## src/rtl/pipe_pkg.sv

```systemverilog
// Shared types and default widths for the EX->MEM pipeline stage.
package pipe_pkg;
  typedef enum logic [1:0] {EMPTY = 2'd0, ONE = 2'd1, TWO = 2'd2} occ_e;

  localparam int DATA_W_DEF = 32;
  localparam int REG_AW_DEF = 5;
  localparam int RAM_AW_DEF = 8;
  localparam int N_EN       = 3;

  // Payload = {read_ram, write_ram, write_br, wA, alu_result, DR2}
  function automatic int payload_w(input int dw, input int aw);
    return N_EN + aw + 2 * dw;
  endfunction

  localparam int PAYLOAD_W = payload_w(DATA_W_DEF, REG_AW_DEF);
endpackage

```

## src/rtl/pipe_skid_slot.sv

```systemverilog
// Generic register slot with synchronous clear and load/hold.
module pipe_skid_slot #(
  parameter int W = 8
) (
  input  logic         clk,
  input  logic         rst,
  input  logic         load,
  input  logic [W-1:0] d,
  output logic [W-1:0] q
);
  always_ff @(posedge clk) begin
    if (rst)       q <= '0;
    else if (load) q <= d;
  end
endmodule

```

## src/rtl/ex_mem_pipe_stage.sv

```systemverilog
// EX->MEM pipeline buffer with valid/ready handshake, optional 2-entry skid and flush.
module ex_mem_pipe_stage
  import pipe_pkg::*;
#(
  parameter int DATA_W  = DATA_W_DEF,
  parameter int REG_AW  = REG_AW_DEF,
  parameter int RAM_AW  = RAM_AW_DEF,
  parameter bit SKID_EN = 1'b1
) (
  input  logic              clk,
  input  logic              rst,
  input  logic              i_flush,
  input  logic              i_valid,
  output logic              o_ready,
  input  logic              i_uc_e_read_ram,
  input  logic              i_uc_e_write_ram,
  input  logic              i_uc_e_write_br,
  input  logic [REG_AW-1:0] i_wA,
  input  logic [DATA_W-1:0] i_alu_result,
  input  logic [DATA_W-1:0] i_DR2,
  output logic              o_valid,
  input  logic              i_ready,
  output logic              o_uc_e_read_ram,
  output logic              o_uc_e_write_ram,
  output logic              o_uc_e_write_br,
  output logic [REG_AW-1:0] o_wA,
  output logic [RAM_AW-1:0] o_address_ram,
  output logic [DATA_W-1:0] o_dW,
  output logic [DATA_W-1:0] o_din_ram
);
  localparam int PW = payload_w(DATA_W, REG_AW);

  if (RAM_AW > DATA_W) begin : g_width_check
    $error("RAM_AW must not exceed DATA_W");
  end

  occ_e            state;
  logic            accept, retire, main_load, skid_load;
  logic [PW-1:0]   pay_in, main_d, main_q, skid_q;
  logic [2:0]      en_q;

  assign pay_in = {i_uc_e_read_ram, i_uc_e_write_ram, i_uc_e_write_br, i_wA, i_alu_result, i_DR2};
  assign o_valid = (state != EMPTY);

  // Skid build: ready depends only on state (and rst), never on i_ready.
  if (SKID_EN) begin : g_rdy_skid
    assign o_ready = rst | (state != TWO);
  end else begin : g_rdy_flat
    assign o_ready = rst | ~o_valid | i_ready;
  end

  always_comb begin
    accept    = i_valid & o_ready;
    retire    = o_valid & i_ready;
    main_load = 1'b0;
    skid_load = 1'b0;
    main_d    = pay_in;
    if (!i_flush) begin
      case (state)
        EMPTY:   main_load = accept;
        ONE: begin
          main_load = accept & retire;
          skid_load = SKID_EN & accept & ~retire;
        end
        TWO: begin
          main_load = retire;
          main_d    = skid_q;
        end
        default: main_load = 1'b0;
      endcase
    end
  end

  always_ff @(posedge clk) begin
    if (rst || i_flush) state <= EMPTY;
    else begin
      case (state)
        EMPTY:   if (accept) state <= ONE;
        ONE: begin
          if (accept && !retire)      state <= TWO;
          else if (!accept && retire) state <= EMPTY;
        end
        TWO:     if (retire) state <= ONE;
        default: state <= EMPTY;
      endcase
    end
  end

  pipe_skid_slot #(.W(PW)) u_main (.clk(clk), .rst(rst), .load(main_load), .d(main_d), .q(main_q));
  pipe_skid_slot #(.W(PW)) u_skid (.clk(clk), .rst(rst), .load(skid_load), .d(pay_in), .q(skid_q));

  assign {en_q, o_wA, o_dW, o_din_ram} = main_q;
  assign o_address_ram    = o_dW[RAM_AW-1:0];
  // Enables are masked so a bubble can never write RAM or the register bank.
  assign o_uc_e_read_ram  = en_q[2] & o_valid;
  assign o_uc_e_write_ram = en_q[1] & o_valid;
  assign o_uc_e_write_br  = en_q[0] & o_valid;
endmodule

```

## config.mk

```make
export PLATFORM = sky130hd
export DESIGN_NAME = ex_mem_pipe_stage
export DESIGN_NICKNAME = d
export VERILOG_FILES = /design/src/rtl/pipe_pkg.sv /design/src/rtl/pipe_skid_slot.sv /design/src/rtl/ex_mem_pipe_stage.sv
export SDC_FILE = /design/constraint.sdc
export NUM_CORES = 1
export LEC_CHECK = 0
export CAP_MARGIN = 0
export CELL_PAD_IN_SITES_DETAIL_PLACEMENT = 0
export CELL_PAD_IN_SITES_GLOBAL_PLACEMENT = 2
export CORE_MARGIN = 2
export CORE_UTILIZATION = 33
export CTS_CLUSTER_DIAMETER = 100
export DETAILED_ROUTE_END_ITERATION = 10
export GPL_ROUTABILITY_DRIVEN = 0
export PLACE_DENSITY_LB_ADDON = 0.1
export REMOVE_ABC_BUFFERS = 1
export SYNTH_ARGS = -nofsm -noshare
export SYNTH_HDL_FRONTEND = slang
export SYNTH_SLANG_ARGS = --single-unit
```

## constraint.sdc

```tcl
create_clock -name clk -period 7.1 [get_ports clk]
set_input_delay 1.42 -clock clk [delete_from_list [all_inputs] [get_ports clk]]
set_output_delay 1.42 -clock clk [all_outputs]
set_load 0.005 [all_outputs]
```

==> Word-level counts from Yosys, hierarchy flattened <==
Cells that the tools add are included.
{ "word_totals": {"reg_bits": 146, "inputBits": 77, "output_inout_bits": 82, "wordCells": 37} }
{ "op_classes": {"eq_ne": 6, "muxes": 11, "bitwise_logic": 9, "reduce_logical": 8} }
{ "op_table": {"columns": ["cell", "count"], "rows": [
  ["two-way mux 72 bit", 2],
  ["two-way mux 2 bit", 4],
  ["AND 1 bit", 7],
  ["inequality test 2 bit, second input constant", 3],
  ["case mux 2 bit (3 select lines)", 1],
  ["two-way mux 1 bit", 3],
  ["inequality test 3 bit, second input constant", 1],
  ["case mux 1 bit (3 select lines)", 1],
  ["AND reduction 3 bit", 1],
  ["equality test 2 x 1 -> 1 bit, second input constant", 1],
  ["equality test 2 bit, second input constant", 1],
  ["logical AND 1 bit", 2],
  ["zero test 1 bit", 2],
  ["zero test 2 bit", 1],
  ["nonzero test 2 bit", 1],
  ["logical OR 1 bit", 1],
  ["NOT 1 bit", 1],
  ["OR 1 bit", 1]
]} }

==> Depth between registers and ports, before layout <==
Gate-level depths: netlist of the first run.
{ "depth": {"ltp_word": 8, "depth_mapped": 12, "depth_no_buf": 7} }

==> By module <==
From an unflattened synthesis of the first run, not the netlist that was laid out.
{ "hier_totals": {"hier_cells": 580, "area_unflattened_um2": 6678.9} }
{ "by_module_without_submodules": {"columns": ["module", "instances", "cells_each", "area_each_um2"], "rows": [
  ["pipe_skid_slot", 2, 232, 2580.0],
  ["ex_mem_pipe_stage", 1, 116, 1519.0]
]} }

==> Least setup slack after synthesis of the first run <==
OpenSTA, ideal clock, no wires.
{ "synth_path": {"path_type": "input-to-output", "from": "in rst", "to": "out o_ready", "arrival_time_ns": 1.831, "required_ns": 5.680, "path_slack_ns": 3.849, "cell_stages": 2, "path_cell_list": "clkbuf_1 > or2_1"} }
{ "synth_via": {"elab_chain_len": 1} }
{ "synth_lines": {"columns": ["element", "line_no", "rtl"], "rows": [
  ["start: declaration", "ex_mem_pipe_stage.sv:11", "input logic rst,"],
  ["OR 1 bit", "ex_mem_pipe_stage.sv:47", "assign o_ready = rst | (state != TWO);"],
  ["end: declaration", "ex_mem_pipe_stage.sv:14", "output logic o_ready,"]
]} }
No other way between the ends.

==> Final worst setup path of the first run <==
Same ends and word-level chain as after synthesis.

==> impl_metrics.env, run 1 <==
export IMPL_outcome="finished clean"
export IMPL_swShare_pct=24.0
export IMPL_drv_slew=0
export IMPL_skew_ns=0.00618
export IMPL_cpLargestDelayFamily="buffers and inverters"
export IMPL_maxSlewHeadroom_pct=29.5
export IMPL_comb_power_share_pct=13.0
export IMPL_p_per_area_nw_per_um2=237
export IMPL_cp_slowest_cell="buf_6"
export IMPL_synth_xor_area_share_pct=0
export IMPL_place_ws_ns=2.84
export IMPL_netlist_top_cells_area="dfxtp_1, a211oi_2, mux2i_1"
export IMPL_synth_top_family_by_area="compound AO/OA/AOI/OAI gates"
export IMPL_endpoint_kind="primary output"
export IMPL_p_leak_nw=3.34
export IMPL_muxShareOfSynthArea_pct=10.3
export IMPL_die_h_um=151
export IMPL_final_cells=1080
export IMPL_cts_tree="built"
export IMPL_io_pins=159
export IMPL_fin_util_pct=41.9
export IMPL_cts_buffers=17
export IMPL_io_buffers=158
export IMPL_post_dp_hpwl_um=10800
export IMPL_finalCritPeriodShare_pct=58.9
export IMPL_grt_max_degree=81
export IMPL_start_kind="input pin"
export IMPL_clock_sinks=146
export IMPL_vdd_drop_max_uv=132
export IMPL_synthSimpleGateAreaFrac_pct=9.13
export IMPL_holdBufCountCts=0
export IMPL_yosysUniqueCellTypes=25
export IMPL_yosysWarnings=0
export IMPL_clock_latency_ns=0.42
export IMPL_final_common_cell="clkdlybuf4s50_1"
export IMPL_clk_pin_slew_ns=0.06
export IMPL_hold_viol=0
export IMPL_avgSynthCellArea_um2=9.46
export IMPL_drcViolationCount=0
export IMPL_arrival_ns=2.76
export IMPL_grt_pass1_vias=5346
export IMPL_worst_pin_slew_ns=1.06
export IMPL_viasPerCell=5.08
export IMPL_die_width_um=151
export IMPL_grt_antenna_before_repair=1
export IMPL_setup_violations=0
export IMPL_cts_resized=0
export IMPL_cts_setup_buffers=0
export IMPL_p_seq_share_pct=41.8
export IMPL_drv_cap=0
export IMPL_syn_inst=755
export IMPL_drive_gt1_share_pct=14.7
export IMPL_seq_area_frac_synth_pct=40.9
export IMPL_grt_use_met3_pct=4.28
export IMPL_via_count=5482
export IMPL_final_nets=871
export IMPL_fin_setup_tns_ns=0
export IMPL_worstPathMaxFanout=80
export IMPL_gr_total_overflow=0
export IMPL_drtAntennaViolNets=0
export IMPL_synth_top_cell_area_share_pct=40.9
export IMPL_fmaxAchievable_mhz=239
export IMPL_wl_per_cell_um=18.1
export IMPL_met2_usage_pct=27.4
export IMPL_wl_um=19600
export IMPL_track_usage_pct=17.3
export IMPL_cts_buffer_depth=2
export IMPL_cp_required_ns=5.68
export IMPL_netSwitchingPower_uw=504
export IMPL_synth_compound_area_share_pct=25.5
export IMPL_rsz0062_at_grt="no"
export IMPL_synth_seq_cells=146
export IMPL_hold_class="reg2reg"
export IMPL_clock_root_buffer="clkbuf_16"
export IMPL_fin_crit_ns=4.18
export IMPL_crit_path_max_incr_delay_ns=0.57
export IMPL_start_util_pct=33.7
export IMPL_die_area_um2=22800
export IMPL_grtUsageMet1_pct=23.0
export IMPL_synth_largest_area_cell="dfxtp_1"
export IMPL_grt_pass1_wl_um=29900
export IMPL_core_rowCount=53
export IMPL_syn2layout_area_growth_pct=24.0
export IMPL_synthesis_area_um2=7140
export IMPL_pwr_share_clk_pct=45.2
export IMPL_mostFrequentLayoutCells="clkdlybuf4s50_1, dfxtp_1, nand2_1"
export IMPL_htree_levels=4
export IMPL_top_usage_layer="met2"
export IMPL_worstPathCellList="buf_6, or2_1, clkdlybuf4s50_1"
export IMPL_power_mw=2.10
export IMPL_dp_cells=1048
export IMPL_drtIter0Drc=266
export IMPL_synthAdderAreaFrac_pct=0.351
export IMPL_worstSetupPathType="in2out"
export IMPL_cp_num_buf_inv=2
export IMPL_coreArea_um2=21200
export IMPL_p_int_mw=1.60
export IMPL_dr_pass1_iters=4
export IMPL_fin_ws_ns=2.92
export IMPL_diodes=0
-- sequential cells by signal (all words and copies together) (netlist names) --
name      cells
state         2
u_skid.q     72
u_main.q     72
-- layer usage --
layer	wire, um	part of all wire, %	vias to the layer above
met4	296	1.5	0
met5	0	0	-
li1	-	-	2665
met3	940	4.8	22
met2	8920	46	133
met1	9430	48	2662
-- logic make-up (layout without fill, tap and decap cells) --
group                      Yosys count  in the layout
AOI/OAI and AO/OA                  220            220
adders and majority gates            2              2
buffers and inverters              152            202
DFF                                146            146
muxes                               73             73
and+or+nand+nor                    162            162
-- final timing paths --
path | endpoint | depth (start not counted) | slack, ns | startpoint
setup / recovery | o_ready | 3 | 2.92 | rst
hold / removal | u_skid.q[62] | 2 | 0.45 | u_skid.q[62]
setup reg to reg | u_main.q[10] | 8 | 3.86 | state[0]
hold reg to reg | u_skid.q[62] | 2 | 0.45 | u_skid.q[62]
-- stage by stage --
| step | hold WS (ns) | instance area (um2) |
|---|---|---|
| floorplan | 0.430 | 6160 |
| global placement | 0.441 | 8230 |
| detailed placement | 0.446 | 8230 |
| CTS | 0.454 | 8850 |
| global route | 0.468 | 8850 |
| finish | 0.453 | 8850 |
-- worst reg2reg max path: stages (launching register included) --
cell	delay [ns]
dfxtp_1	0.59
nand2b_4	0.54
or2_1	0.21
and2_1	0.15
ha_1	0.15
mux2_4	0.15
a21o_4	0.77
buf_4	0.42
a211oi_2	0.12
-- cell type report --
| cell class | count | area, um2 |
|---|---|---|
| multi-input combinational | 457 | 3300 |
| sequential | 146 | 2920 |
| inverter | 3 | 11.3 |
| timing repair buffer | 167 | 1650 |
| clock buffer | 19 | 443 |
| fill | 2036 | 12300 |
| tap | 275 | 344 |
| clock inverter | 13 | 184 |
-- synth_stat cells (all sizes together) --
cell type,number
o22ai,1
buf,119
a21oi,73
ha,2
a21o,1
nor2b,3
o21a,1
mux2i,72
and2,2
inv,3
nand4bb,1
a211oi,144
nor4bb,2
dfxtp,146
nand2b,3
or2,1
nor2,5
nand2,144
nand3,1
clkbuf,30
mux2,1
-- power by group through the flow --
stage | Combinational (mW) | Clock [mW] | Sequential (mW)
2_1_floorplan | 0.112 | 0 | 0.893
3_3_place_gp | 0.271 | 0 | 0.896
3_5_place_dp | 0.276 | 0 | 0.896
4_1_cts | 0.277 | 0.977 | 0.879
5_1_grt | 0.295 | 1.01 | 0.882
6_report | 0.274 | 0.950 | 0.878
No activity file was read; power rests on OpenSTA's default activity.
==> run 2: changes to the inputs <==
--- a/config.mk
+++ b/config.mk
@@ -9,7 +9,7 @@
 export CELL_PAD_IN_SITES_DETAIL_PLACEMENT = 0
 export CELL_PAD_IN_SITES_GLOBAL_PLACEMENT = 2
 export CORE_MARGIN = 2
-export CORE_UTILIZATION = 33
+export CORE_UTILIZATION = 28
 export CTS_CLUSTER_DIAMETER = 100
 export DETAILED_ROUTE_END_ITERATION = 10
 export GPL_ROUTABILITY_DRIVEN = 0
==> constraint.sdc (replaced) <==
create_clock -name clk -period 3.55 [get_ports clk]
set_input_delay 0.71 -clock clk [delete_from_list [all_inputs] [get_ports clk]]
set_output_delay 0.71 -clock clk [all_outputs]
set_load 0.005 [all_outputs]
==> run 2 against run 1 <==
Clock power rose by 110%. Hold slack barely moved. Clock skew rose by 0.0024 ns.
==> impl_metrics.env, run 2 (synthesis results as in run 1) <==
export IMPL_outcome="finished clean"
export IMPL_multi_input_area_um2=3300
export IMPL_die_h_um=164
export IMPL_fin_crit_ns=2.78
export IMPL_whs_ns=0.453
export IMPL_endpoint_kind="flop"
export IMPL_maxSlewHeadroom_pct=31.4
export IMPL_timing_rr_start="state[0]"
export IMPL_cts_buffer_depth=2
export IMPL_htree_levels=4
export IMPL_cts_resized=0
export IMPL_core_rowCount=58
export IMPL_io_pins=159
export IMPL_dpl_cell_area_um2=8420
export IMPL_drtIter0Drc=303
export IMPL_rr_endpoint="u_main.q[53]"
export IMPL_p_leak_nw=3.40
export IMPL_track_usage_pct=15.6
export IMPL_setup_violations=0
export IMPL_hold_class="reg2reg"
export IMPL_clock_sinks=146
export IMPL_post_dp_hpwl_um=11900
export IMPL_die_area_um2=26800
export IMPL_cp_required_ns=3.81
export IMPL_grt_pass1_wl_um=32100
export IMPL_clk_pin_slew_ns=0.07
export IMPL_gr_total_overflow=0
export IMPL_worst_pin_slew_ns=1.03
export IMPL_hp_start="u_skid.q[42]"
export IMPL_grt_max_degree=73
export IMPL_regToRegSetupSlack_ns=0.77
export IMPL_clock_latency_ns=0.42
export IMPL_arrival_ns=3.04
export IMPL_drcViolationCount=0
export IMPL_grt_pass1_vias=5605
export IMPL_drv_slew=0
export IMPL_fin_ws_ns=0.774
export IMPL_wl_per_cell_um=18.0
export IMPL_final_cell_area_um2=9060
export IMPL_final_nets=877
export IMPL_io_buffers=158
export IMPL_cts_buffers=17
export IMPL_finalCritPeriodShare_pct=78.2
export IMPL_via_count=5518
export IMPL_die_width_um=164
export IMPL_start_util_pct=28.4
export IMPL_drive_gt1_share_pct=15.2
export IMPL_hold_viol=0
export IMPL_viasPerCell=4.84
export IMPL_skew_ns=0.00861
export IMPL_worstSetupPathType="reg2reg"
export IMPL_grt_antenna_before_repair=1
export IMPL_wl_um=20500
export IMPL_cts_tree="built"
export IMPL_rsz0062_at_grt="no"
export IMPL_start_kind="flop"
export IMPL_mostFrequentLayoutCells="clkdlybuf4s50_1, dfxtp_1, nand2_1"
export IMPL_final_seq_area_um2=2920
export IMPL_place_ws_ns=0.502
export IMPL_p_per_area_nw_per_um2=475
export IMPL_power_mw=4.31
export IMPL_whs_endpoint="u_skid.q[42]"
export IMPL_worstPathMaxFanout=41
export IMPL_final_common_cell="clkdlybuf4s50_1"
export IMPL_biggestRegsByFlops="u_main.q: 72 flops, u_skid.q: 72 flops, state: 2 flops"
export IMPL_fill_cells=2570
export IMPL_coreArea_um2=25100
export IMPL_dr_pass1_iters=4
export IMPL_clock_root_buffer="clkbuf_16"
export IMPL_vdd_drop_max_uv=280
export IMPL_drv_cap=0
export IMPL_fmaxAchievable_mhz=360
export IMPL_holdBufCountCts=0
export IMPL_syn2layout_area_growth_pct=27.0
export IMPL_worstRegToRegCells=5
export IMPL_holdPathStages=2
export IMPL_drtAntennaViolNets=0
export IMPL_fin_setup_tns_ns=0
export IMPL_cts_setup_buffers=0
==> run 2: stage by stage <==
| stage | util [%] | std cells |
|---|---|---|
| floorplan | - | 606 |
| global placement | 33.5 | 1109 |
| detailed placement | 33.5 | 1109 |
| CTS | 36.1 | 1140 |
| global route | 36.1 | 1140 |
| finish | 36.1 | 1141 |
==> run 2: how the worst max path moves through the flow <==
| stage | start | endpoint | slack, ns | depth (start not counted) |
|---|---|---|---|---|
| 6_report | state[0] | u_main.q[53] | 0.77 | 5 |
| 3_5_place_dp | i_ready | u_main.q[57] | 0.50 | 8 |
| 3_3_place_gp | i_ready | u_main.q[53] | 0.53 | 8 |
| 5_1_grt | state[0] | u_main.q[53] | 0.61 | 5 |
| 2_1_floorplan | state[0] | u_skid.q[0] | -5.58 | 7 |
| 4_1_cts | state[0] | u_main.q[53] | 0.71 | 5 |
==> run 2: report_power, final <==
| group | switching (mW) | total [mW] | internal, mW |
|---|---|---|---|
| registers | 0.0496 | 1.76 | 1.71 |
| logic | 0.259 | 0.561 | 0.302 |
| clock network | 0.720 | 1.99 | 1.27 |
| total | 1.03 | 4.31 | 3.28 |
==> run 2: area by class of cell <==
| cell class | count | area share, % |
|---|---|---|
| antenna | 1 | 0.0276 |
| clock buffer | 19 | 4.89 |
| clock inverter | 12 | 2.24 |
| inverter | 3 | 0.124 |
| multi-input combinational | 457 | 36.4 |
| sequential | 146 | 32.2 |
| tap | 330 | 4.55 |
| timing repair buffer | 173 | 19.5 |
==> run 2: layer usage <==
metal	share of wire, %	vias to the layer above	global-route usage [%]
met5	0	-	0
met4	1.0	0	3.63
met3	5.9	15	3.96
met2	46	136	24.7
met1	47	2682	21.1
li1	-	2685	-
==> run 2: critical path: stages (launching register included) <==
cell      delay, ns
dfxtp_1        0.60
nand2b_4       0.22
buf_4          0.55
buf_4          0.76
mux2i_1        0.35
a211oi_2       0.10
